<file path="src/rtl/rvfi_ill_trap_monitor.sv">
// RVFI monitor: checks side effects of retired illegal encodings and that the trap handler
// retires from TRAP_VECTOR within MAX_LATENCY cycles; first violation is latched as a sticky code.
module rvfi_ill_trap_monitor #(
  parameter int unsigned     NRET        = 1,
  parameter int unsigned     XLEN        = 32,
  parameter int unsigned     ILEN        = 32,
  parameter int unsigned     MODE        = 0,
  parameter logic [XLEN-1:0] TRAP_VECTOR = XLEN'(32'h00000010),
  parameter int unsigned     MAX_LATENCY = 16
) (
  input  logic                     clock,
  input  logic                     reset,
  input  logic                     check,
  input  logic [NRET-1:0]          rvfi_valid,
  input  logic [NRET*ILEN-1:0]     rvfi_instruction,
  input  logic [NRET-1:0]          rvfi_trap,
  input  logic [NRET*5-1:0]        rvfi_rd_addr,
  input  logic [NRET*XLEN-1:0]     rvfi_rd_wdata,
  input  logic [NRET*XLEN/8-1:0]   rvfi_mem_wmask,
  input  logic [NRET*XLEN-1:0]     rvfi_pc_rdata,
  output logic                     err,
  output logic [2:0]               err_code,
  output logic [$clog2(NRET):0]    err_channel,
  output logic [15:0]              ill_count,
  output logic                     waiting
);

  localparam int unsigned CHW = $clog2(NRET) + 1;
  localparam int unsigned LW  = $clog2(MAX_LATENCY + 1);
  localparam int unsigned MW  = XLEN / 8;
  localparam logic [LW-1:0] LAT_LAST = LW'(MAX_LATENCY - 1);

  localparam logic [0:0] S_IDLE = 1'b0;
  localparam logic [0:0] S_WAIT = 1'b1;

  logic [0:0]     state_q, state_d;
  logic [LW-1:0]  lat_q, lat_d;
  logic           err_q, err_d;
  logic [2:0]     code_q, code_d;
  logic [CHW-1:0] chan_q, chan_d;
  logic [15:0]    cnt_q, cnt_d;

  logic [NRET-1:0] ill;
  logic            found, first_ill_seen, first_ill_trap, seen_ill_trap;
  logic            v_found, v_stay, timeout;
  logic [2:0]      cand_code, code_c;
  logic [CHW-1:0]  cand_ch;

  // Out-of-range MODE values fall back to the all-zero-only set.
  function automatic logic is_illegal(input logic [ILEN-1:0] ins);
    logic r;
    r = (ins == '0);
    if (MODE == 1 || MODE == 2) r = r || (ins == '1);
    if (MODE == 2 && ILEN == 32)
      r = r || (ins[6:0] == 7'h6B) || (ins[6:0] == 7'h57) || (ins[6:0] == 7'h77);
    return r;
  endfunction

  always_comb begin
    ill            = '0;
    found          = 1'b0;
    first_ill_seen = 1'b0;
    first_ill_trap = 1'b0;
    seen_ill_trap  = 1'b0;
    v_found        = 1'b0;
    v_stay         = 1'b0;
    cand_code      = 3'd0;
    cand_ch        = '0;
    code_c         = 3'd0;
    for (int unsigned c = 0; c < NRET; c++) begin
      ill[c] = rvfi_valid[c] && is_illegal(rvfi_instruction[c*ILEN +: ILEN]);
      code_c = 3'd0;
      // The lowest valid channel while waiting is the handler entry; its PC check outranks the rest.
      if (state_q == S_WAIT && rvfi_valid[c] && !v_found) begin
        v_found = 1'b1;
        v_stay  = ill[c] && rvfi_trap[c];
        if (rvfi_pc_rdata[c*XLEN +: XLEN] != TRAP_VECTOR) code_c = 3'd6;
      end
      if (code_c == 3'd0 && ill[c]) begin
        if (!rvfi_trap[c])                         code_c = 3'd1;
        else if (rvfi_rd_addr[c*5 +: 5] != '0)     code_c = 3'd2;
        else if (rvfi_rd_wdata[c*XLEN +: XLEN] != '0) code_c = 3'd3;
        else if (rvfi_mem_wmask[c*MW +: MW] != '0) code_c = 3'd4;
      end
      if (code_c == 3'd0 && rvfi_valid[c] && seen_ill_trap) code_c = 3'd5;
      if (ill[c] && !first_ill_seen) begin
        first_ill_seen = 1'b1;
        first_ill_trap = rvfi_trap[c];
      end
      if (ill[c] && rvfi_trap[c]) seen_ill_trap = 1'b1;
      if (code_c != 3'd0 && !found) begin
        found     = 1'b1;
        cand_code = code_c;
        cand_ch   = CHW'(c);
      end
    end
  end

  always_comb begin
    state_d = state_q;
    lat_d   = lat_q;
    err_d   = err_q;
    code_d  = code_q;
    chan_d  = chan_q;
    cnt_d   = cnt_q;
    timeout = 1'b0;
    if (!check) begin
      state_d = S_IDLE;
      lat_d   = '0;
    end else begin
      if (|ill && cnt_q != 16'hFFFF) cnt_d = cnt_q + 16'd1;
      if (state_q == S_IDLE) begin
        if (first_ill_seen && first_ill_trap) begin
          state_d = S_WAIT;
          lat_d   = '0;
        end
      end else if (|rvfi_valid) begin
        state_d = v_stay ? S_WAIT : S_IDLE;
        lat_d   = '0;
      end else if (lat_q == LAT_LAST) begin
        state_d = S_IDLE;
        lat_d   = '0;
        timeout = 1'b1;
      end else begin
        lat_d = lat_q + 1'b1;
      end
      if (!err_q && (found || timeout)) begin
        err_d  = 1'b1;
        code_d = found ? cand_code : 3'd7;
        chan_d = found ? cand_ch : '0;
      end
    end
  end

  always_ff @(posedge clock or posedge reset) begin
    if (reset) begin
      state_q <= S_IDLE;
      lat_q   <= '0;
      err_q   <= 1'b0;
      code_q  <= 3'd0;
      chan_q  <= '0;
      cnt_q   <= 16'd0;
    end else begin
      state_q <= state_d;
      lat_q   <= lat_d;
      err_q   <= err_d;
      code_q  <= code_d;
      chan_q  <= chan_d;
      cnt_q   <= cnt_d;
    end
  end

  assign err         = err_q;
  assign err_code    = code_q;
  assign err_channel = chan_q;
  assign ill_count   = cnt_q;
  assign waiting     = (state_q == S_WAIT);

endmodule

</file>
<file path="config.mk">
export PLATFORM = sky130hd
export DESIGN_NAME = rvfi_ill_trap_monitor
export DESIGN_NICKNAME = d
export VERILOG_FILES = /design/src/rtl/rvfi_ill_trap_monitor.sv
export SDC_FILE = /design/constraint.sdc
export NUM_CORES = 1
export LEC_CHECK = 0
export BUFFER_PORTS_ARGS = -buffer_cell sky130_fd_sc_hd__buf_2
export CAP_MARGIN = 10
export CORE_UTILIZATION = 35
export DETAILED_ROUTE_END_ITERATION = 6
export GPL_TIMING_DRIVEN = 0
export HOLD_SLACK_MARGIN = 0.06
export MAX_ROUTING_LAYER = met4
export PLACE_DENSITY = 0.77
export SYNTH_ARGS = -nofsm -noshare
export SYNTH_HDL_FRONTEND = slang
export SYNTH_SLANG_ARGS = --single-unit
</file>
<file path="constraint.sdc">
create_clock -name clock -period 2.1 [get_ports clock]
set_clock_uncertainty 0.1 [all_clocks]
set_input_delay 0.42 -clock clock [delete_from_list [all_inputs] [get_ports clock]]
set_output_delay 0.42 -clock clock [all_outputs]
set_load 0.02 [all_outputs]
</file>
==> results of run 1 <==
critical path, cell delays in order:
cell	delay (ns)
buf_6	0.10
nor4_4	0.25
nand2_1	0.10
or4_4	0.55
o41a_1	0.42
o32a_1	0.29
sequential cells by signal (all words and copies together), names as in the netlist:
name,cells
ill_count,16
lat_q,5
err_code,3
err,1
waiting,1
worst max path at each step:
| stage | from | end | slack [ns] | cells after the start |
|---|---|---|---|---|
| 4_1_cts | rvfi_rd_wdata[25] | err | 0.006 | 7 |
| 5_1_grt | rvfi_rd_wdata[30] | err | -0.05 | 7 |
| 6_report | rvfi_rd_wdata[2] | err_code[1] | 0.04 | 6 |
| 3_5_place_dp | rvfi_instruction[26] | ill_count[8] | -0.47 | 8 |
| 3_3_place_gp | rvfi_instruction[26] | ill_count[14] | -0.47 | 8 |
| 2_1_floorplan | rvfi_rd_wdata[1] | err_code[1] | -0.08 | 5 |
metal layers:
metal  wire (um)  up-vias  global-route usage, %
li1            -      924                      -
met1        2060      868                   25.5
met2        2470       66                   36.2
met3         219        4                   2.96
met4          48        0                   6.63
met5           0        -                      -
power by group through the flow:
stage                     Combinational (uW)  Sequential (uW)  Clock, uW
after global routing                     201              507        313
after floorplan                         32.8              521          0
after CTS                                160              506        297
after detailed placement                 158              516          0
after global placement                   155              516          0
final                                    181              506        292
logic make-up after synthesis:
family,Yosys count,synth area share (%)
AO/OA/AOI/OAI,15,7.54
other,1,0.240
buffers and inverters,8,2.25
adder cells (fa/ha/maj),2,1.60
multiplexers,3,2.08
flip-flops,26,41.7
AND/OR/NAND/NOR,96,35.0
XOR/XNOR,17,9.54
layout make-up:
type	count	share of cell area, %
clock buffers	4	1.79
flip-flops and latches	26	25.9
repair buffers	134	29.2
inverters	5	0.745
well taps	50	2.48
multi-input cells	134	39.3
plain buffers	2	0.497
synthesized netlist by cell type, types with 2 or more instances:
| master | instances | area share [%] |
|---|---|---|
| nor4_1 | 28 | 11 |
| dfrtp_1 | 26 | 42 |
| xnor2_1 | 15 | 8.4 |
| nand2_1 | 14 | 3.4 |
| nand3_1 | 12 | 3.8 |
| nand4_1 | 10 | 4.0 |
| and3_1 | 8 | 3.2 |
| nor2_1 | 7 | 1.7 |
| inv_1 | 5 | 1.2 |
| nor3_1 | 3 | 0.96 |
| nor4b_1 | 3 | 1.7 |
| a21oi_1 | 2 | 0.64 |
| a22o_1 | 2 | 1.1 |
| a31oi_1 | 2 | 0.80 |
| and2_1 | 2 | 0.80 |
| ha_1 | 2 | 1.6 |
| mux2_2 | 2 | 1.4 |
| o211ai_1 | 2 | 0.96 |
| o32a_1 | 2 | 1.3 |
| or3_1 | 2 | 0.80 |
| xor2_1 | 2 | 1.1 |
metrics by stage:
stage | setup TNS, ns | setup WS, ns | hold slack (ns) | instances | total power, uW
floorplan | -0.131 | -0.0801 | 0.360 | 168 | 553
global placement | -6.92 | -0.467 | 0.377 | 348 | 671
detailed placement | -7.18 | -0.468 | 0.374 | 348 | 675
CTS | 0 | 0.00626 | 0.291 | 354 | 962
global route | -0.0816 | -0.0499 | 0.354 | 355 | 1020
finish | 0 | 0.0373 | 0.251 | 355 | 980
what timing repair did:
item / CTS / global route
pin swaps: 1 / 7
setup buffers: 3 / 1
resized for setup: 2 / 24
endpoints found under the setup margin: 11 / 20
==> qor.txt, run 1 <==
Crit Path Category: in2reg
Filler cells: 380
die width: 68.8 um
Clk network pwr share: 29.9%
commonest non-fill, non-tap cell in the layout: buf_2
synthesized cell area: 1560 sq um
Iter 0 DRT Violations: 70
Max Freq: 485 MHz
Post-DP Area: 2300 sq um
global placer's final weighted congestion: 0.835
first-pass GRT wire length: 7320 um
DRC violations left: 0
power density over cell area: 389 nW/um^2
largest net degree at the start of global routing: 27
max-capacitance violation count: 0
Slew Limit Fails: 0
Final setup viols: 0
Vert. Die Dim: 68.8 um
share of layout cells above drive strength 1: 52.5%
crit end category: flip-flop
slew margin rel.: 35.6%
Post-DP HPWL: 3710 um
clock-pin transition on the worst setup and hold timing paths: 0.09 ns
final worst path period share: 98.2%
CP startpoint kind: input port
Worst Hold Class: in2async
Leakage: 0.00123 uW
unrepaired setup endpoints after global routing: true
FF/Latch Area: 653 sq um
Max VDD drop: 0.203 mV
diode count: 0
final hold vios: 0
TritonRoute pass-1 iters: 4
area of the multi-input gates: 991 sq um
number of top-level pins: 132
Initial Utilization: 37.7%
RR Endpoint: ill_count[1]
GRT overflow: 0
PortBufs: 130
CTS Hold Bufs: 0
Bufs on Longest Clock Path: 2
final instance area: 2520 sq um
Clock Tree Root: clkbuf_8
combinational group share of total power: 18.5%
GRT Total Usage: 21.1%
Critical Path RT: 2.16 ns
Seq/Total Area, Yosys: 41.7%
core area: 4140 sq um
r2r setup slk: 0.09 ns
Cells after Synth: 168
distinct cell type count after synthesis: 38
TritonCTS Buffers: 3
EDFF count, synth: 0
async set-reset flop share out of synthesis: 100%
status: finished, final reports clean
Clock Sinks: 26
vias in the first global route: 1,735
Avg Inst Size Synth: 9.29 sq um
synth warn: 0
sequential share of power: 51.7%
Avg Vias per Cell: 5.25
Reg-to-Reg Start: ill_count[6]
Area Overhead vs Synth: 61.5%
Cell Int Power: 743 uW
initial antenna violation count: 0
NetSw: 237 uW
Worst-Skew Late Latency: 0.27 ns
Yosys reg bits: 26
CTS H-tree lvls: 1
Worst Tran Pin Value: 0.964 ns
via count: 1,862
CP arrival: 2.12 ns
Net Sw Frac: 24.2%
WL final: 4800 um
DIE AREA: 4730 sq um
Top FF cell, synth: dfrtp_1
fin util: 60.8%
Post-Syn Nets: 280
Final ANT Viol Nets: 0
Max Fanout on Critical Path: 3
most frequent cells in the layout: buf_2, dfrtp_1, nor4_1
final net count: 418
drt wl/cell: 13.5 um
TritonCTS clock tree: done
Rows: 23
R2R depth: 6
Final min period: 2.06 ns
No activity file was read; power rests on OpenSTA's default activity.
==> run 2, diff against run 1 <==
--- a/config.mk
+++ b/config.mk
@@ -7,9 +7,9 @@
 export LEC_CHECK = 0
 export BUFFER_PORTS_ARGS = -buffer_cell sky130_fd_sc_hd__buf_2
 export CAP_MARGIN = 10
+export CORE_ASPECT_RATIO = 1.1
 export CORE_UTILIZATION = 35
 export DETAILED_ROUTE_END_ITERATION = 6
-export GPL_TIMING_DRIVEN = 0
 export HOLD_SLACK_MARGIN = 0.06
 export MAX_ROUTING_LAYER = met4
 export PLACE_DENSITY = 0.77
==> run 2 against run 1 <==
  * First-iteration DRC count fell by 30%
  * Sequential share of layout area fell by 0.55 points
  * Worst setup slack got worse by 0.024 ns
  * Count of clock-buffer cells in the layout did not move
  * Total power is 2.8% higher
  * Register-to-register slack gained 0.07 ns
  * Global-route usage hardly changed
  * Routed wire length grew 3.2%
  * Final area is 2.0% higher
  * Combinational power about the same
  * Maximum frequency is 1.1% lower
  * Non-clock buffer count rose by 12
  * Critical path type unchanged
  * Highest routed layer unchanged
==> qor.txt, run 2 (same netlist as run 1, synthesis figures left out) <==
Crit Path Category: in2reg
Final min period: 2.09 ns (+0.0238 ns)
Max Freq: 479 MHz (-1.1%)
max-capacitance violation count: 0 (unchanged)
Crit path max-delay family: simple AND/OR/NAND/NOR gates
CP startpoint kind: input port
Cell Int Power: 773 uW (+4.0%)
diode count: 0 (unchanged)
crit path buf inv count: 1 (unchanged)
unrepaired setup endpoints after global routing: true
via count: 1,932 (+3.8%)
final total power: 1010 uW (+2.8%)
Rows: 25 (+8.7%)
CP max-delay cell: or4_4
core area: 4290 sq um (+3.4%)
sequential share of power: 50.3% (-1.4 points)
Net Sw Frac: 23.2% (-0.94 points)
drt wl/cell: 13.3 um (-1.3%)
crit path cell chain: buf_6 -> nor4_2 -> nand2_1 -> or4_4 -> o41a_1 -> o32a_1
Filler cells: 390 (+2.6%)
status: finished, final reports clean
WL final: 4950 um (+3.2%)
Iter 0 DRT Violations: 49 (-30%)
Clock Tree Root: clkbuf_8
Max VDD drop: 0.375 mV (+85%)
Bufs on Longest Clock Path: 2 (unchanged)
GRT Total Usage: 21.0% (about the same)
PortBufs: 130 (unchanged)
TritonCTS clock tree: done
Vert. Die Dim: 72.0 um (+4.7%)
DIE AREA: 4730 sq um (about the same)
NetSw: 234 uW (-1.2%)
combinational group share of total power: 18.0% (-0.5 points)
final net count: 430 (+2.9%)
number of top-level pins: 132 (unchanged)
Clock Sinks: 26 (unchanged)
TritonCTS Buffers: 3 (unchanged)
vias in the first global route: 1,837 (+5.9%)
initial antenna violation count: 0 (unchanged)
Post-DP HPWL: 4030 um (+8.6%)
first-pass GRT wire length: 7580 um (+3.5%)
Max Fanout on Critical Path: 3 (unchanged)
Critical Path RT: 2.16 ns (about the same)
commonest non-fill, non-tap cell in the layout: buf_2
CTS H-tree lvls: 1 (unchanged)
Worst-Skew Late Latency: 0.27 ns (about the same)
fin cells: 371 (+4.5%)
final worst path period share: 99.4% (+1.1 points)
CTS Hold Bufs: 0 (unchanged)
clock-pin transition on the worst setup and hold timing paths: 0.09 ns (about the same)
critical path's largest stage delay: 0.55 ns (about the same)
Clk network pwr share: 31.7% (+1.8 points)
placed cells: 365 (+4.9%)
Slew Limit Fails: 0 (unchanged)
GRT overflow: 0 (unchanged)
most frequent cells in the layout: buf_2, dfrtp_1, nor4_1
max reg flops: 16 (unchanged)
share of layout cells above drive strength 1: 52.7% (+0.22 points)
die width: 65.7 um (-4.5%)
Final ANT Viol Nets: 0 (unchanged)
Worst Hold Class: in2async
TritonRoute pass-1 iters: 4 (unchanged)
DRC violations left: 0 (unchanged)
crit end category: flip-flop
Worst Slack Setup Final: 0.0135 ns (-0.0238 ns)
largest net degree at the start of global routing: 27 (unchanged)
global placer's final weighted congestion: 0.796 (-4.6%)
Area Overhead vs Synth: 64.7%
dpl ws: -0.281 ns (+0.187 ns)
final setup TNS: 0 ns (unchanged)
final hold vios: 0 (unchanged)
Leakage: 0.00129 uW (+5.4%)
Initial Utilization: 36.4% (-1.2 points)
CP arrival: 2.14 ns (+0.02 ns)
power density over cell area: 392 nW/um^2 (+0.76%)
Avg Vias per Cell: 5.21 (-0.72%)
Final setup viols: 0 (unchanged)
run 2: final timing paths:
| check | depth (start not counted) | slack (ns) | end | start |
|---|---|---|---|---|
| max in group asynchronous | 3 | 1.55 | ill_count[0] | reset |
| worst max register to register | 7 | 0.16 | ill_count[3] | ill_count[6] |
| worst max-delay path | 6 | 0.01 | err_code[1] | rvfi_rd_wdata[7] |
| min in group clock | 3 | 0.33 | waiting | check |
| worst min-delay path | 3 | 0.09 | ill_count[9] | reset |
| worst min register to register | 1 | 0.39 | ill_count[13] | ill_count[13] |
run 2: layer usage:
metal	global-route usage, %	routed length [um]	vias to the layer above	part of all wire [%]
met1	22.7	1900	874	38
met5	-	0	-	0
met3	3.62	376	16	7.6
met2	38.1	2510	94	51
li1	-	-	948	-
met4	7.49	163	0	3.3
run 2: timing repair:
action / CTS / global route
gates resized for setup: 0 / 14
endpoints found under the setup margin: 0 / 19
endpoints found under the hold margin: 0 / 0
setup buffers: 0 / 2
run 2: area by class of cell:
cell class,instances,area (sq um),share of cell area [%]
inverters,5,18.8,0.730
flip-flops and latches,26,652,25.4
repair buffers,148,811,31.5
well taps,54,67.6,2.63
clock buffers,4,55.1,2.14
multi-input cells,134,966,37.6
run 2: power groups by stage:
| stage | logic (uW) | registers (uW) | clock network [uW] |
|---|---|---|---|
| global route | 198 | 507 | 353 |
| detailed placement | 166 | 516 | 0 |
| finish | 181 | 506 | 320 |
| floorplan | 32.8 | 521 | 0 |
| CTS | 167 | 506 | 327 |
| global placement | 163 | 516 | 0 |
run 2: per-stage QoR:
stage	util, %	hold slack [ns]	area, sq um
after floorplan	-	0.360	1590
after global placement	56.2	0.382	2410
after detailed placement	56.2	0.379	2410
after CTS	57.5	0.0945	2460
after global routing	60.0	0.101	2570
final	60.0	0.0882	2570
run 2: tightest hold or removal path: stages:
cell	delay, ns
buf_2	0.09
inv_1	0.04
buf_4	0.30
==> run 3, diff against run 2 <==
--- a/config.mk
+++ b/config.mk
@@ -5,10 +5,11 @@
 export SDC_FILE = /design/constraint.sdc
 export NUM_CORES = 1
 export LEC_CHECK = 0
+export ABC_AREA = 1
 export BUFFER_PORTS_ARGS = -buffer_cell sky130_fd_sc_hd__buf_2
 export CAP_MARGIN = 10
 export CORE_ASPECT_RATIO = 1.1
-export CORE_UTILIZATION = 35
+export CORE_UTILIZATION = 39
 export DETAILED_ROUTE_END_ITERATION = 6
 export HOLD_SLACK_MARGIN = 0.06
 export MAX_ROUTING_LAYER = met4
==> run 3 against run 2 <==
  * Die area increased by 22%
  * Synthesized cell count increased by 100%
  * Sequential share of layout area decreased by 3.5 points
  * Register-to-register slack got worse by 0.05 ns
  * Critical path type is now reg2reg
  * Final area increased by 16%
  * Critical endpoint is now ill_count[5]
  * Worst setup slack improved by 0.092 ns
  * Routed wire length increased by 15%
==> qor.txt, run 3 <==
status: finished, final reports clean
Worst-Skew Late Latency: 0.28 ns (about the same)
top-count cell post-synth: nor2_1
largest net degree at the start of global routing: 27 (unchanged)
Post-Syn Nets: 454 (+62%)
Clock Sinks: 26 (unchanged)
PortBufs: 130 (unchanged)
Iter 0 DRT Violations: 116 (+140%)
final instance area: 2970 sq um (+16%)
Avg Inst Size Synth: 6.25 sq um (-33%)
max-capacitance violation count: 0 (unchanged)
Cells after Synth: 342 (+100%)
most frequent cells in the layout: buf_2, nor2_1, nand2_1
Area Overhead vs Synth: 38.9%
Top FF cell, synth: dfrtp_1
final total power: 1100 uW (+9.4%)
Final ANT Viol Nets: 0 (unchanged)
Rows: 27 (+8.0%)
Worst Hold Class: in2async
Slew Limit Fails: 0 (unchanged)
WL final: 5700 um (+15%)
via count: 2,571 (+33%)
die width: 72.6 um (+11%)
Seq/Total Area, Yosys: 30.4% (-11 points)
final worst path period share: 95.0% (-4.4 points)
first-pass GRT wire length: 9870 um (+30%)
share of the synthesized area in the top cell type: 30.4% (-11 points)
Yosys reg bits: 26 (unchanged)
GRT overflow: 0 (unchanged)
unrepaired setup endpoints after global routing: true
TritonCTS clock tree: done
share of layout cells above drive strength 1: 34.5% (-18 points)
TritonCTS Buffers: 3 (unchanged)
CTS H-tree lvls: 1 (unchanged)
vias in the first global route: 2,421 (+32%)
Post-DP HPWL: 4870 um (+21%)
EDFF count, synth: 0 (unchanged)
TritonRoute pass-1 iters: 4 (unchanged)
Final min period: 1.99 ns (-0.0919 ns)
largest cells by area after synthesis: dfrtp_1, nor2_1, nand2_1, xor2_1, inv_1
commonest non-fill, non-tap cell in the layout: buf_2
Synth top cells by count: nor2_1, nand2_1, dfrtp_1, inv_1, nand3_1
combinational group share of total power: 17.0% (-1.0 points)
number of top-level pins: 132 (unchanged)
synth warn: 0 (unchanged)
Bufs on Longest Clock Path: 2 (unchanged)
Max Freq: 501 MHz (+4.6%)
Initial Utilization: 41.6% (+5.2 points)
Crit Path Category: reg2reg
Leakage: 0.00153 uW (+18%)
core area: 5130 sq um (+20%)
drt wl/cell: 10.4 um (-22%)
Clk network pwr share: 37.2% (+5.5 points)
global placer's final weighted congestion: 0.951 (+19%)
Avg Vias per Cell: 4.67 (-10%)
NetSw: 244 uW (+4.5%)
Cell Int Power: 857 uW (+11%)
distinct cell type count after synthesis: 34 (-11%)
power density over cell area: 371 nW/um^2 (-5.3%)
diode count: 0 (unchanged)
final net count: 591 (+37%)
GRT Total Usage: 21.6% (+0.58 points)
max reg flops: 16 (unchanged)
CTS Hold Bufs: 0 (unchanged)
Max VDD drop: 0.307 mV (-18%)
sequential share of power: 45.8% (-4.5 points)
DRC violations left: 0 (unchanged)
initial antenna violation count: 0 (unchanged)
async set-reset flop share out of synthesis: 100% (unchanged)
DIE AREA: 5780 sq um (+22%)
synthesized cell area: 2140 sq um (+37%)
CP startpoint kind: flip-flop
crit end category: flip-flop
Post-DP Area: 2890 sq um (+20%)
Net Sw Frac: 22.2% (-1.0 points)
Vert. Die Dim: 79.6 um (+11%)
Max Fanout on Critical Path: 5 (+2)
clock-pin transition on the worst setup and hold timing paths: 0.09 ns (about the same)
CP arrival: 2.06 ns (-0.08 ns)
Critical Path RT: 2.17 ns (about the same)
final hold vios: 0 (unchanged)
Final setup viols: 0 (unchanged)
leading area contributor after synthesis: dfrtp_1
Clock Tree Root: clkbuf_8
==> run 3: cell types whose count changed after synthesis, sizes merged, moves of 10 or more <==
| cell | change |
|---|---|
| nor4 | -26 |
| nand2 | +88 |
| nor2 | +109 |
| xor2 | +10 |
| xnor2 | -13 |
| inv | +23 |
==> run 3: cells by family (layout without fill, tap and decap cells) <==
logic type                 Yosys count  in the layout  share of synthesized area [%]
other                                1              1                          0.175
buffers and inverters               31            167                           5.68
xor gates and xnor gates            14             14                           5.74
adders and majority gates            2              2                           1.17
and+or+nand+nor                    254            254                           52.9
DFF                                 26             26                           30.4
AOI/OAI and AO/OA                   14             14                           3.86
==> run 3: path summary, 6_finish.rpt <==
| path | to | cells past startpoint | slack (ns) | from |
|---|---|---|---|---|
| min in group clock | err_code[1] | 2 | 0.38 | err_code[1] |
| worst max register to register | ill_count[5] | 11 | 0.11 | ill_count[0] |
| max in group asynchronous | err_code[2] | 3 | 1.57 | reset |
| worst min register to register | err_code[1] | 2 | 0.38 | err_code[1] |
| worst max-delay path | ill_count[5] | 11 | 0.11 | ill_count[0] |
| worst min-delay path | ill_count[12] | 3 | 0.08 | reset |
==> run 3: cell type report <==
type	count	area, sq um
Timing Repair Buffer	133	673
Fill cell	499	2170
Clock buffer	3	41.3
Inverter	30	114
Multi-Input combinational cell	285	1370
Sequential cell	26	651
Tap cell	72	90.1
Clock inverter	1	30.0
==> run 3: power by group through the flow <==
| stage | registers [uW] | logic (uW) | clock network [uW] |
|---|---|---|---|
| floorplan | 518 | 60.7 | 0 |
| global route | 505 | 215 | 435 |
| global placement | 514 | 183 | 0 |
| CTS | 505 | 188 | 419 |
| finish | 504 | 187 | 410 |
| detailed placement | 515 | 187 | 0 |
==> run 3: layer usage <==
layer	share of wire, %	GRT usage, %	wire length, um
met5	0	-	0
met4	2.0	6.67	116
met3	6.6	3.16	379
met2	49	38.9	2780
met1	43	24.6	2430
==> run 3: critical path, cell delays in order, from the launching register on <==
cell and delay, ns:
dfrtp_1 0.42, ha_1 0.23, nand2_1 0.11, nor2_4 0.05, inv_2 0.09, nor3_1 0.05
a31oi_1 0.27, nand2_2 0.14, nor3_2 0.22, nand3_1 0.10, nand2_1 0.07, nand2_1 0.05
==> run 3: timing repair <==
item | CTS | global route
endpoints found under the setup margin | 0 | 1
resized for setup | 0 | 1
buffers inserted | 0 | 1
==> run 3: stage by stage <==
| stage | cells | TNS, ns | hold slack (ns) | setup WS, ns | util [%] |
|---|---|---|---|---|---|
| global placement | 545 | 0 | 0.355 | 0.219 | 56.2 |
| global route | 550 | -0.0943 | 0.109 | -0.0507 | 57.8 |
| detailed placement | 545 | 0 | 0.358 | 0.177 | 56.2 |
| floorplan | 342 | 0 | 0.360 | 0.241 | - |
| CTS | 549 | 0 | 0.0850 | 0.159 | 57.6 |
| finish | 550 | 0 | 0.0773 | 0.105 | 57.8 |
